$ cat config.mk
export PLATFORM = sky130hd
export DESIGN_NAME = pipeline_compositor
export DESIGN_NICKNAME = d
export VERILOG_FILES = /design/src/rtl/pipeline_pkg.sv /design/src/rtl/pipeline_delay_line.sv /design/src/rtl/pipeline_compositor.sv
export SDC_FILE = /design/constraint.sdc
export NUM_CORES = 1
export LEC_CHECK = 0
export ABC_AREA = 1
export ABC_CLOCK_PERIOD_IN_PS = 9750
export BUFFER_PORTS_ARGS = -buffer_cell sky130_fd_sc_hd__buf_2
export CAP_MARGIN = 10
export CORE_ASPECT_RATIO = 1.4
export CORE_MARGIN = 1.5
export CORE_UTILIZATION = 50
export DETAILED_ROUTE_END_ITERATION = 8
export GPL_TIMING_DRIVEN = 0
export HOLD_SLACK_MARGIN = 0.02
export PLACE_DENSITY = 0.72
export SYNTH_ARGS = -nofsm -noshare
export SYNTH_HDL_FRONTEND = slang
export SYNTH_SLANG_ARGS = --single-unit
$ cat constraint.sdc
create_clock -name clk -period 9.75 [get_ports clk]
set_input_delay 1.95 -clock clk [delete_from_list [all_inputs] [get_ports clk]]
set_output_delay 1.95 -clock clk [all_outputs]
set_load 0.02 [all_outputs]
$ cat src/rtl/pipeline_pkg.sv
// Shared encodings for the pipeline compositor: overlay modes, RGB565 field
// positions, the blanking pixel and the per-channel blend helper.
package pipeline_pkg;

    typedef enum logic [1:0] {
        MODE_CHROMA  = 2'b00,
        MODE_OVERLAY = 2'b01,
        MODE_BLEND   = 2'b10,
        MODE_BG      = 2'b11
    } mode_e;

    localparam int R_MSB = 15;
    localparam int R_LSB = 11;
    localparam int G_MSB = 10;
    localparam int G_LSB = 5;
    localparam int B_MSB = 4;
    localparam int B_LSB = 0;

    localparam logic [15:0] BLANK_PIXEL = 16'h0000;

    // Average each RGB565 channel on its own so no carry leaks between fields.
    function automatic logic [15:0] blend565(input logic [15:0] a, input logic [15:0] b);
        logic [4:0] r;
        logic [5:0] g;
        logic [4:0] bl;
        r  = 5'((6'(a[R_MSB:R_LSB]) + 6'(b[R_MSB:R_LSB])) >> 1);
        g  = 6'((7'(a[G_MSB:G_LSB]) + 7'(b[G_MSB:G_LSB])) >> 1);
        bl = 5'((6'(a[B_MSB:B_LSB]) + 6'(b[B_MSB:B_LSB])) >> 1);
        return {r, g, bl};
    endfunction

endpackage

$ cat src/rtl/pipeline_delay_line.sv
// Fixed-depth shift register that carries the input sample alongside the
// foreground fetch so both arrive at the compositing stage together.
module pipeline_delay_line #(
    parameter int WIDTH = 1,
    parameter int DEPTH = 1
) (
    input  logic             clk,
    input  logic             rst_n,
    input  logic [WIDTH-1:0] d,
    output logic [WIDTH-1:0] q
);

    logic [WIDTH-1:0] stage_q [DEPTH];
    logic [WIDTH-1:0] stage_d [DEPTH];

    always_comb begin
        stage_d[0] = d;
        for (int i = 1; i < DEPTH; i++) begin
            stage_d[i] = stage_q[i-1];
        end
    end

    always_ff @(posedge clk) begin
        if (!rst_n) begin
            for (int i = 0; i < DEPTH; i++) begin
                stage_q[i] <= '0;
            end
        end else begin
            stage_q <= stage_d;
        end
    end

    assign q = stage_q[DEPTH-1];

endmodule

$ cat src/rtl/pipeline_compositor.sv
// Composites a scaled/offset foreground over a streamed background pixel.
// Define PIPELINE_COMPOSITOR_BLEND_EN to build the 50/50 blend for mode 10.
module pipeline_compositor
    import pipeline_pkg::*;
#(
    parameter int FETCH_DELAY = 4,
    parameter int COORD_W     = 10,
    parameter int FG_W        = 320,
    parameter int FG_H        = 240
) (
    input  logic               clk,
    input  logic               rst_n,
    input  logic [COORD_W-1:0] pixel_x,
    input  logic [COORD_W-1:0] pixel_y,
    input  logic               in_valid,
    input  logic [15:0]        bg_pixel_in,
    input  logic               output_enable,
    output logic [COORD_W-1:0] fg_pixel_request_x,
    output logic [COORD_W-1:0] fg_pixel_request_y,
    output logic               fg_pixel_request_active,
    input  logic [15:0]        fg_pixel_in,
    input  logic               fg_pixel_valid,
    output logic [15:0]        pixel_out,
    output logic [COORD_W-1:0] pixel_x_out,
    output logic [COORD_W-1:0] pixel_y_out,
    output logic               out_valid,
    input  logic [1:0]         ctrl_overlay_mode,
    input  logic [1:0]         ctrl_fg_scale,
    input  logic [COORD_W-1:0] ctrl_fg_offset_x,
    input  logic [COORD_W-1:0] ctrl_fg_offset_y,
    input  logic [15:0]        ctrl_key_colour,
    input  logic [15:0]        ctrl_key_mask,
    output logic [15:0]        fg_miss_count
);

    localparam int LINE_W = 3 + 2 * COORD_W + 16;

    mode_e              mode_q, mode_d;
    logic [1:0]         scale_q, scale_d;
    logic [COORD_W-1:0] off_x_q, off_x_d, off_y_q, off_y_d;
    logic [15:0]        key_q, key_d, mask_q, mask_d;
    logic               frame_start;

    logic [COORD_W-1:0] dx, dy;
    logic [31:0]        lim_x, lim_y;
    logic               in_window;
    logic               req_active_q, req_active_d;
    logic [COORD_W-1:0] req_x_q, req_x_d, req_y_q, req_y_d;

    logic [LINE_W-1:0]  line_in, line_out;
    logic               al_valid, al_oe, al_active;
    logic [COORD_W-1:0] al_x, al_y;
    logic [15:0]        al_bg;

    logic               fg_usable, fg_miss;
    logic [15:0]        mixed;
    logic [15:0]        pix_q, pix_d, miss_cnt_q, miss_cnt_d;
    logic [COORD_W-1:0] x_out_q, x_out_d, y_out_q, y_out_d;
    logic               out_valid_q, out_valid_d;

    // The _d shadow values already carry the new frame's settings on the
    // (0,0) cycle, so the first pixel of a frame is windowed with them.
    always_comb begin
        frame_start = in_valid && (pixel_x == '0) && (pixel_y == '0);
        mode_d      = frame_start ? mode_e'(ctrl_overlay_mode) : mode_q;
        scale_d     = frame_start ? ctrl_fg_scale    : scale_q;
        off_x_d     = frame_start ? ctrl_fg_offset_x : off_x_q;
        off_y_d     = frame_start ? ctrl_fg_offset_y : off_y_q;
        key_d       = frame_start ? ctrl_key_colour  : key_q;
        mask_d      = frame_start ? ctrl_key_mask    : mask_q;
    end

    always_comb begin
        dx           = pixel_x - off_x_d;
        dy           = pixel_y - off_y_d;
        lim_x        = 32'(FG_W) << scale_d;
        lim_y        = 32'(FG_H) << scale_d;
        in_window    = in_valid && (pixel_x >= off_x_d) && (pixel_y >= off_y_d) &&
                       (32'(dx) < lim_x) && (32'(dy) < lim_y);
        req_active_d = in_window;
        req_x_d      = in_window ? (dx >> scale_d) : '0;
        req_y_d      = in_window ? (dy >> scale_d) : '0;
    end

    assign line_in = {in_valid, output_enable, in_window, pixel_x, pixel_y, bg_pixel_in};

    pipeline_delay_line #(
        .WIDTH (LINE_W),
        .DEPTH (FETCH_DELAY)
    ) u_align (
        .clk   (clk),
        .rst_n (rst_n),
        .d     (line_in),
        .q     (line_out)
    );

    assign {al_valid, al_oe, al_active, al_x, al_y, al_bg} = line_out;

    always_comb begin
        fg_usable = al_active && fg_pixel_valid;
        fg_miss   = al_active && !fg_pixel_valid;
        mixed     = al_bg;
        case (mode_q)
            MODE_CHROMA: begin
                if (fg_usable && (((fg_pixel_in ^ key_q) & mask_q) != '0)) begin
                    mixed = fg_pixel_in;
                end
            end
            MODE_OVERLAY: begin
                if (fg_usable) begin
                    mixed = fg_pixel_in;
                end
            end
            MODE_BLEND: begin
`ifdef PIPELINE_COMPOSITOR_BLEND_EN
                if (fg_usable) begin
                    mixed = blend565(al_bg, fg_pixel_in);
                end
`else
                mixed = al_bg;
`endif
            end
            default: mixed = al_bg;
        endcase
    end

    // Pixel holds across invalid slots; coordinates just follow the pipe.
    always_comb begin
        pix_d       = al_valid ? (al_oe ? mixed : BLANK_PIXEL) : pix_q;
        out_valid_d = al_valid;
        x_out_d     = al_x;
        y_out_d     = al_y;
        miss_cnt_d  = miss_cnt_q;
        if (frame_start) begin
            miss_cnt_d = '0;
        end else if (fg_miss && (miss_cnt_q != 16'hFFFF)) begin
            miss_cnt_d = miss_cnt_q + 16'd1;
        end
    end

    always_ff @(posedge clk) begin
        if (!rst_n) begin
            mode_q       <= MODE_CHROMA;
            scale_q      <= '0;
            off_x_q      <= '0;
            off_y_q      <= '0;
            key_q        <= '0;
            mask_q       <= '0;
            req_active_q <= 1'b0;
            req_x_q      <= '0;
            req_y_q      <= '0;
            pix_q        <= '0;
            x_out_q      <= '0;
            y_out_q      <= '0;
            out_valid_q  <= 1'b0;
            miss_cnt_q   <= '0;
        end else begin
            mode_q       <= mode_d;
            scale_q      <= scale_d;
            off_x_q      <= off_x_d;
            off_y_q      <= off_y_d;
            key_q        <= key_d;
            mask_q       <= mask_d;
            req_active_q <= req_active_d;
            req_x_q      <= req_x_d;
            req_y_q      <= req_y_d;
            pix_q        <= pix_d;
            x_out_q      <= x_out_d;
            y_out_q      <= y_out_d;
            out_valid_q  <= out_valid_d;
            miss_cnt_q   <= miss_cnt_d;
        end
    end

    assign fg_pixel_request_active = req_active_q;
    assign fg_pixel_request_x      = req_x_q;
    assign fg_pixel_request_y      = req_y_q;
    assign pixel_out               = pix_q;
    assign pixel_x_out             = x_out_q;
    assign pixel_y_out             = y_out_q;
    assign out_valid               = out_valid_q;
    assign fg_miss_count           = miss_cnt_q;

endmodule

==> results of run 1 <==
power breakdown:
group,switching [mW],total [mW],internal (mW)
sequential,0.00602,1.19,1.19
combinational,0.104,0.158,0.0545
clock,0.439,1.15,0.709
placed cells by master, fill, tap and decap left out, drive strengths merged, types with 12 or more instances in the layout:
cell type and n:
clkbuf 82, nand2 382, nand4 22, nor2 121, buf 194, o21ai 72, dfxtp 285, a21oi 99
mux2i 12, nand3 108, ha 24, inv 314, o211ai 32
state kept, by name, summed over array words and instances, names as in the netlist, 16 cells and up:
register,cells
u_align.q,39
fg_miss_count,16
key_q,16
pixel_out,16
u_align.stage_d,117
mask_q,16
layer usage:
| layer | vias up | wire length (um) | part of all wire [%] |
|---|---|---|---|
| met2 | 287 | 15350 | 51 |
| met4 | 4 | 1701 | 5.6 |
| met1 | 4585 | 11410 | 38 |
| li1 | 5310 | - | - |
| met3 | 91 | 1760 | 5.8 |
| met5 | - | 25 | 0.083 |
worst max-delay path, stage by stage:
cell,delay [ns]
buf_2,0.19
nor2_1,0.06
nand2_1,0.11
nor2_4,0.08
nand3_4,0.18
buf_6,0.24
clkbuf_1,0.82
mux2i_1,0.23
ha_1,0.43
inv_1,0.12
o21ai_0,0.30
a21oi_1,0.15
nand3_1,0.11
nand2_1,0.06
and2_1,0.14
ha_1,0.29
a21oi_1,0.22
nor2_1,0.09
nor3_1,0.23
nand2_2,0.10
nor2_4,0.16
nand2_4,0.10
buf_6,0.17
a21oi_2,0.11
cell usage after synthesis, drive strengths merged:
| cell type | number | area (sq um) |
|---|---|---|
| a211oi | 2 | 15.01 |
| a21boi | 1 | 11.26 |
| a21o | 1 | 7.510 |
| a21oi | 99 | 540.5 |
| a221oi | 1 | 8.760 |
| a31oi | 3 | 18.77 |
| and2 | 1 | 6.260 |
| buf | 8 | 77.57 |
| clkbuf | 47 | 176.4 |
| clkinv | 2 | 7.510 |
| conb | 1 | 3.750 |
| dfxtp | 285 | 5705 |
| ha | 24 | 300.3 |
| inv | 312 | 1171 |
| mux2i | 12 | 120.1 |
| nand2 | 382 | 1529 |
| nand3 | 108 | 603.1 |
| nand3b | 2 | 18.77 |
| nand4 | 22 | 162.7 |
| nor2 | 121 | 518.0 |
| nor3 | 8 | 40.04 |
| nor3b | 2 | 15.01 |
| nor4 | 3 | 18.77 |
| o2111ai | 1 | 8.760 |
| o211ai | 32 | 240.2 |
| o21a | 1 | 7.510 |
| o21ai | 72 | 371.6 |
| o21bai | 3 | 22.52 |
| o22ai | 2 | 12.51 |
| o31ai | 1 | 7.510 |
| or2 | 7 | 46.30 |
| xnor2 | 3 | 26.28 |
| xor2 | 6 | 52.55 |
cells by family after synthesis:
logic type      count (synthesis)  synth area share [%]
xor+xnor                        9                0.6640
fa+ha+maj                      24                 2.530
mux                            12                 1.012
buf+inv                       369                 12.07
compound gates                219                 10.72
other cells                     1               0.03159
flops                         285                 48.06
simple gates                  656                 24.92
worst min-delay path by stage:
stage                              startpoint                   to  slack, ns  cells after the start
final                     u_align.stage_d[64]  u_align.stage_d[25]       0.41                      2
after global routing      u_align.stage_d[30]        u_align.q[30]       0.42                      2
after CTS                 u_align.stage_d[73]  u_align.stage_d[34]       0.41                      2
after detailed placement  u_align.stage_d[30]        u_align.q[30]       0.40                      2
after global placement    u_align.stage_d[96]  u_align.stage_d[57]       0.39                      2
after floorplan                 u_align.q[26]       pixel_x_out[0]       0.39                      2
area by class of cell:
| type | count | area [sq um] |
|---|---|---|
| fill | 2155 | 9100 |
| sequential | 285 | 5705 |
| multi-input combinational | 921 | 4733 |
| inverter | 314 | 1179 |
| timing repair buffer | 186 | 930.9 |
| clock buffer | 35 | 798.3 |
| tap | 306 | 382.9 |
| buffer | 55 | 254.0 |
| clock inverter | 12 | 198.9 |
| antenna | 2 | 5.005 |
==> impl_metrics.toml, run 1 <==
[detailed_routing]
drt-total-wl_mm = 30.25
viasPerCell = 4.857
drc = 0
ant_nets = 0
first_pass_iters = 5
vias = 10277
wl_per_cell_um = 14.29
drt_iter0_markers = 511

[worst_setup_path]
critPathLaunch = "pixel_y[1]"
worstSetupEndpoint = "fg_pixel_request_y[5]"
reg2reg_slack_ns = 6.51
cp.required_ns = 10.21
critPathArrivalTime_ns = 6.65
path_max_fanout = 10
rr_worst_depth = 17
worst_setup_path_end_kind = "register"
crit_type = "in2reg"
crit_path_start_kind = "input pin"
r2r-start = "off_x_q[6]"
r2r-end = "fg_pixel_request_y[5]"

[global_route]
grt_use_met3_pct = 4.625
grt_usage_pct = 24.30
antenna_found_initial = 5
met1_usage_pct = 24.63
grt_pass1_vias = 9878
grt-ovfl-total = 0
use_met2_pct = 46.42
grt_max_degree = 15
busiest_layer = "met2"
grt_pass1_wl_mm = 47.44

[clock_network]
path_clk_slew_ns = 0.06
ctsRootBufferMaster = "clkbuf_16"
cts_tree = "yes"
numCtsBuffers = 28
cts_resized = 0
cts_hold_buf = 0
clkSinkCount = 285
clk_path_buf_depth = 3
cts_max_level = 1
cts_setup_buffers = 0
insertion_delay_ns = 0.54

[logic_synthesis]
synth_cells = 1575
syn_area_sq_mm = 0.01187
synth_area_per_cell_sq_um = 7.537
synth_nets = 1712
synth-seq-cells = 285
synth.distinct_cells = 48
ys_seq_area_share_pct = 48.06
yosysWarnings = 0

[pwr]
power_mw = 2.501
irDropWorstVdd_mv = 0.1650
leakage_nw = 7.687
p_per_area_mw_per_mm2 = 176.3

[run]
max_cap_viol_count = 0

[timing]
fmax_mhz = 161.7
slew_violations = 0
slew-limit-headroom_pct = 28.82
setup_slack_ns = 3.566
worst_pin_slew_ns = 1.068
rsz0062_at_grt = "no"
finalClockSkew_ns = 0.01377
tns_ns = 0
whs_ns = 0.4061
fin_crit_sh_pct = 63.43
setup_viol = 0
hold_viol = 0
period_needed_ns = 6.184

[placement]
place_congestion = 0.9067
dp_slack_ns = 3.010
hpwlAfterDp_mm = 23.58
post-place-cells = 2067
io_buffers = 186
placement.cell_area_sq_mm = 0.01319

[floorplanning]
fp.dieH_um = 185.3
dieArea_sq_mm = 0.02469
placementRows = 66
core_sq_mm = 0.02329
io_pins = 187
start_util_pct = 50.98
chipWidth_um = 133.2

[outcome]
status = "finished clean"

[finish]
fin_cells = 2116
final_area_sq_mm = 0.01419
area_growth_syn_to_layout_pct = 19.51
utilization_pct = 60.92
layout-drive-gt1-share_pct = 17.98
nNetsFinal = 1928

[hold_path]
hp-class = "reg2reg"
Power figures use the tool's default switching activity.
==> run 2: changes to the inputs <==
--- a/config.mk
+++ b/config.mk
@@ -5,8 +5,8 @@
 export SDC_FILE = /design/constraint.sdc
 export NUM_CORES = 1
 export LEC_CHECK = 0
-export ABC_AREA = 1
-export ABC_CLOCK_PERIOD_IN_PS = 9750
+export ABC_AREA = 0
+export ABC_CLOCK_PERIOD_IN_PS = 5820
 export BUFFER_PORTS_ARGS = -buffer_cell sky130_fd_sc_hd__buf_2
 export CAP_MARGIN = 10
 export CORE_ASPECT_RATIO = 1.4
==> constraint.sdc (replaced) <==
create_clock -name clk -period 5.82 [get_ports clk]
set_input_delay 1.164 -clock clk [delete_from_list [all_inputs] [get_ports clk]]
set_output_delay 1.164 -clock clk [all_outputs]
set_load 0.02 [all_outputs]
==> run 2 against run 1 <==
Count of clock-buffer cells in the layout fell by 1. Clock skew fell by 0.0034 ns. Cell area fell by 1.9%. Via count fell by 12%. Register-to-register slack got worse by 4.7 ns. Sequential share of layout area rose by 0.79 points. Clock power rose by 51%. Largest cell class unchanged. Routed wire length fell by 6.8%. Core utilization rose by 0.62 points.
==> impl_metrics.toml, run 2 <==
[run]
max_cap_viol_count = 0

[timing]
slew-limit-headroom_pct = 51.86
worst_pin_slew_ns = 0.7221
fmax_mhz = 174.0
hold_viol = 0
whs_ns = 0.4254
tns_ns = 0
period_needed_ns = 5.748
slew_violations = 0
fin_crit_sh_pct = 98.76
setup_viol = 0
finalClockSkew_ns = 0.01040

[worst_setup_path]
path_max_fanout = 10
r2r-end = "fg_pixel_request_y[9]"
crit_path_start_kind = "input pin"
cp.required_ns = 6.28
rr_worst_depth = 17
crit_type = "in2reg"
reg2reg_slack_ns = 1.82
r2r-start = "scale_q[0]"
worst_setup_path_end_kind = "register"
critPathArrivalTime_ns = 6.21

[logic_synthesis]
synth_top_cell_by_area = "dfxtp_1"
synthSimpleGateAreaFrac_pct = 22.64
netlist_top_cells_count = "dfxtp_1, and2_1, nand2_1, clkbuf_1, nor2_1"
synthAdderAreaFrac_pct = 2.690
synth_cells = 1188
synth_edf_count = 0
synth_nets = 1325
synth_top_family_by_area = "simple AND/OR/NAND/NOR gates"
synth-main-ff-cell = "dfxtp_1"
synth.distinct_cells = 93
ys_top_cells_by_area = "dfxtp_1, and2_1, nand2_1, mux2i_1, ha_1"
synth_async_sr_flop_share_pct = 0
synth_area_per_cell_sq_um = 9.710
synth-xor-area-share_pct = 3.785
synth_mux_area_share_pct = 3.373
synth.top_cell.area_share_pct = 49.46
syn_area_sq_mm = 0.01154
synth-seq-cells = 285
synth.most_common_cell = "dfxtp_1"
yosysWarnings = 0
synth-compound-area-share_pct = 14.88
ys_seq_area_share_pct = 49.46

[hold_path]
min_to = "u_align.stage_d[15]"
min_path_cells = 1
hold_start = "u_align.stage_d[54]"
hp-class = "reg2reg"

[floorplanning]
io_pins = 187
chipWidth_um = 131.4
core_sq_mm = 0.02261
fp.dieH_um = 182.7
placementRows = 65
start_util_pct = 51.02
dieArea_sq_mm = 0.02401

[pwr]
netSwitchingPower_mw = 0.8787
power_mw = 3.990
switching_share_pct = 22.02
clkPwrFrac_pct = 43.7
p_per_area_mw_per_mm2 = 286.8
irDropWorstVdd_mv = 0.2667
combPwrFrac_pct = 6.2
seqPwrFrac_pct = 50.1
p_int_mw = 3.112
leakage_nw = 5.902

[outcome]
status = "finished clean"

[global_route]
grt_max_degree = 16
grt_pass1_wl_mm = 44.47
grt_pass1_vias = 8805
grt-ovfl-total = 0
grt_usage_pct = 23.15
antenna_found_initial = 1

[finish]
final_area_sq_mm = 0.01391
area_growth_syn_to_layout_pct = 20.61
layout-drive-gt1-share_pct = 21.10
nNetsFinal = 1548
final_cell_mix = "dfxtp_1, and2_1, buf_2"
largest_reg_flops = 117
final_common_cell = "dfxtp_1"
nFillCells = 1995

[placement]
hpwlAfterDp_mm = 21.15
placement.cell_area_sq_mm = 0.01283
place_congestion = 0.9530
io_buffers = 183

[clock_network]
ctsRootBufferMaster = "clkbuf_16"
clkSinkCount = 285
path_clk_slew_ns = 0.06
cts_max_level = 1
insertion_delay_ns = 0.52
cts_tree = "yes"
numCtsBuffers = 27
cts_hold_buf = 0
clk_path_buf_depth = 3

[detailed_routing]
ant_nets = 0
vias = 8998
top_layer = "met4"
routed-wl-met3_mm = 1.463
drt-total-wl_mm = 28.20
drt_iter0_markers = 319
wl_per_cell_um = 16.27
wl_met1_mm = 11.14
wl_met2_mm = 14.24
drc = 0
viasPerCell = 5.192
first_pass_iters = 5
[run 2: changes by cell type after synthesis, sizes merged, moves of 34 or more]
cell,change
nand2,-266
nor2b,+34
nor2,-68
a21boi,+35
o21ai,-39
a21oi,-66
and2,+188
inv,-291
nand3,-87
[run 2: metrics by stage]
stage	utilization, %	std cells	worst slack (ns)
5_1_grt	61.54	1733	-0.08788
6_report	61.54	1733	0.07215
3_5_place_dp	56.76	1672	-1.410
4_1_cts	61.21	1726	0.03650
3_3_place_gp	56.76	1672	-1.235
2_1_floorplan	-	1188	0.02157
[run 2: worst max-delay path by stage]
stage                     cells after the start  startpoint  slack (ns)               endpoint
after floorplan                              28  pixel_x[5]        0.02  fg_pixel_request_x[8]
after global placement                       28  pixel_y[3]       -1.23  fg_pixel_request_x[7]
after detailed placement                     28  pixel_y[9]       -1.41  fg_pixel_request_x[7]
after CTS                                    27  pixel_y[1]        0.04  fg_pixel_request_x[8]
after global routing                         28  pixel_y[3]       -0.09  fg_pixel_request_y[9]
final                                        28  pixel_y[2]        0.07  fg_pixel_request_y[9]
[run 2: cell type report]
class | count | area [sq um] | share of cell area (%)
Clock inverter | 15 | 171.4 | 1.232
Timing Repair Buffer | 196 | 1013 | 7.284
Multi-Input combinational cell | 813 | 5548 | 39.87
Inverter | 22 | 82.58 | 0.5935
Clock buffer | 34 | 721.9 | 5.189
Tap cell | 301 | 376.6 | 2.707
Sequential cell | 285 | 5705 | 41.01
Buffer | 66 | 291.5 | 2.095
Antenna cell | 1 | 2.502 | 0.01799
[run 2: critical path: stages]
cell	delay, ns
buf_2	0.14
nor4_4	0.34
and4_1	0.27
buf_6	0.15
nand2_2	0.11
buf_8	0.16
clkbuf_4	0.19
nand2_1	0.12
nand2_2	0.10
ha_4	0.20
a211oi_2	0.26
a211oi_1	0.08
o311a_1	0.41
or3_1	0.36
nand2_2	0.11
ha_1	0.23
o21ai_1	0.17
nand2b_1	0.09
a21oi_1	0.14
nor2b_1	0.07
o21ai_2	0.18
o2111ai_2	0.19
a211oi_2	0.18
o21a_2	0.22
buf_4	0.14
o211ai_4	0.12
inv_2	0.11
and3_1	0.17
[run 2: layer usage]
metal	vias up	global-route usage, %
li1	4489	-
met4	0	12.13
met3	83	3.528
met5	-	0
met2	281	43.22
met1	4145	25.23
[run 2: logic make-up (layout without fill, tap and decap cells)]
group | count (synthesis) | in the layout
adders and majority gates | 25 | 25
buffers and inverters | 91 | 333
AOI/OAI and AO/OA | 226 | 227
xor gates and xnor gates | 49 | 49
DFF | 285 | 285
and+or+nand+nor | 474 | 474
other | 1 | 2
muxes | 37 | 37
[run 2: power groups by stage]
stage / sequential [mW] / clock, mW / combinational (mW)
2_1_floorplan: 2.04 / 0 / 0.136
3_3_place_gp: 2.04 / 0 / 0.236
3_5_place_dp: 2.04 / 0 / 0.237
4_1_cts: 2.00 / 1.78 / 0.245
5_1_grt: 2.00 / 1.86 / 0.272
6_report: 2.00 / 1.74 / 0.247
[run 2: timing repair]
item | CTS | global route
gates cloned | 1 | 1
setup endpoints to repair | 20 | 19
setup buffers | 6 | 6
pin swaps | 7 | 4
hold endpoints to repair | 0 | 0
resized for setup | 16 | 9
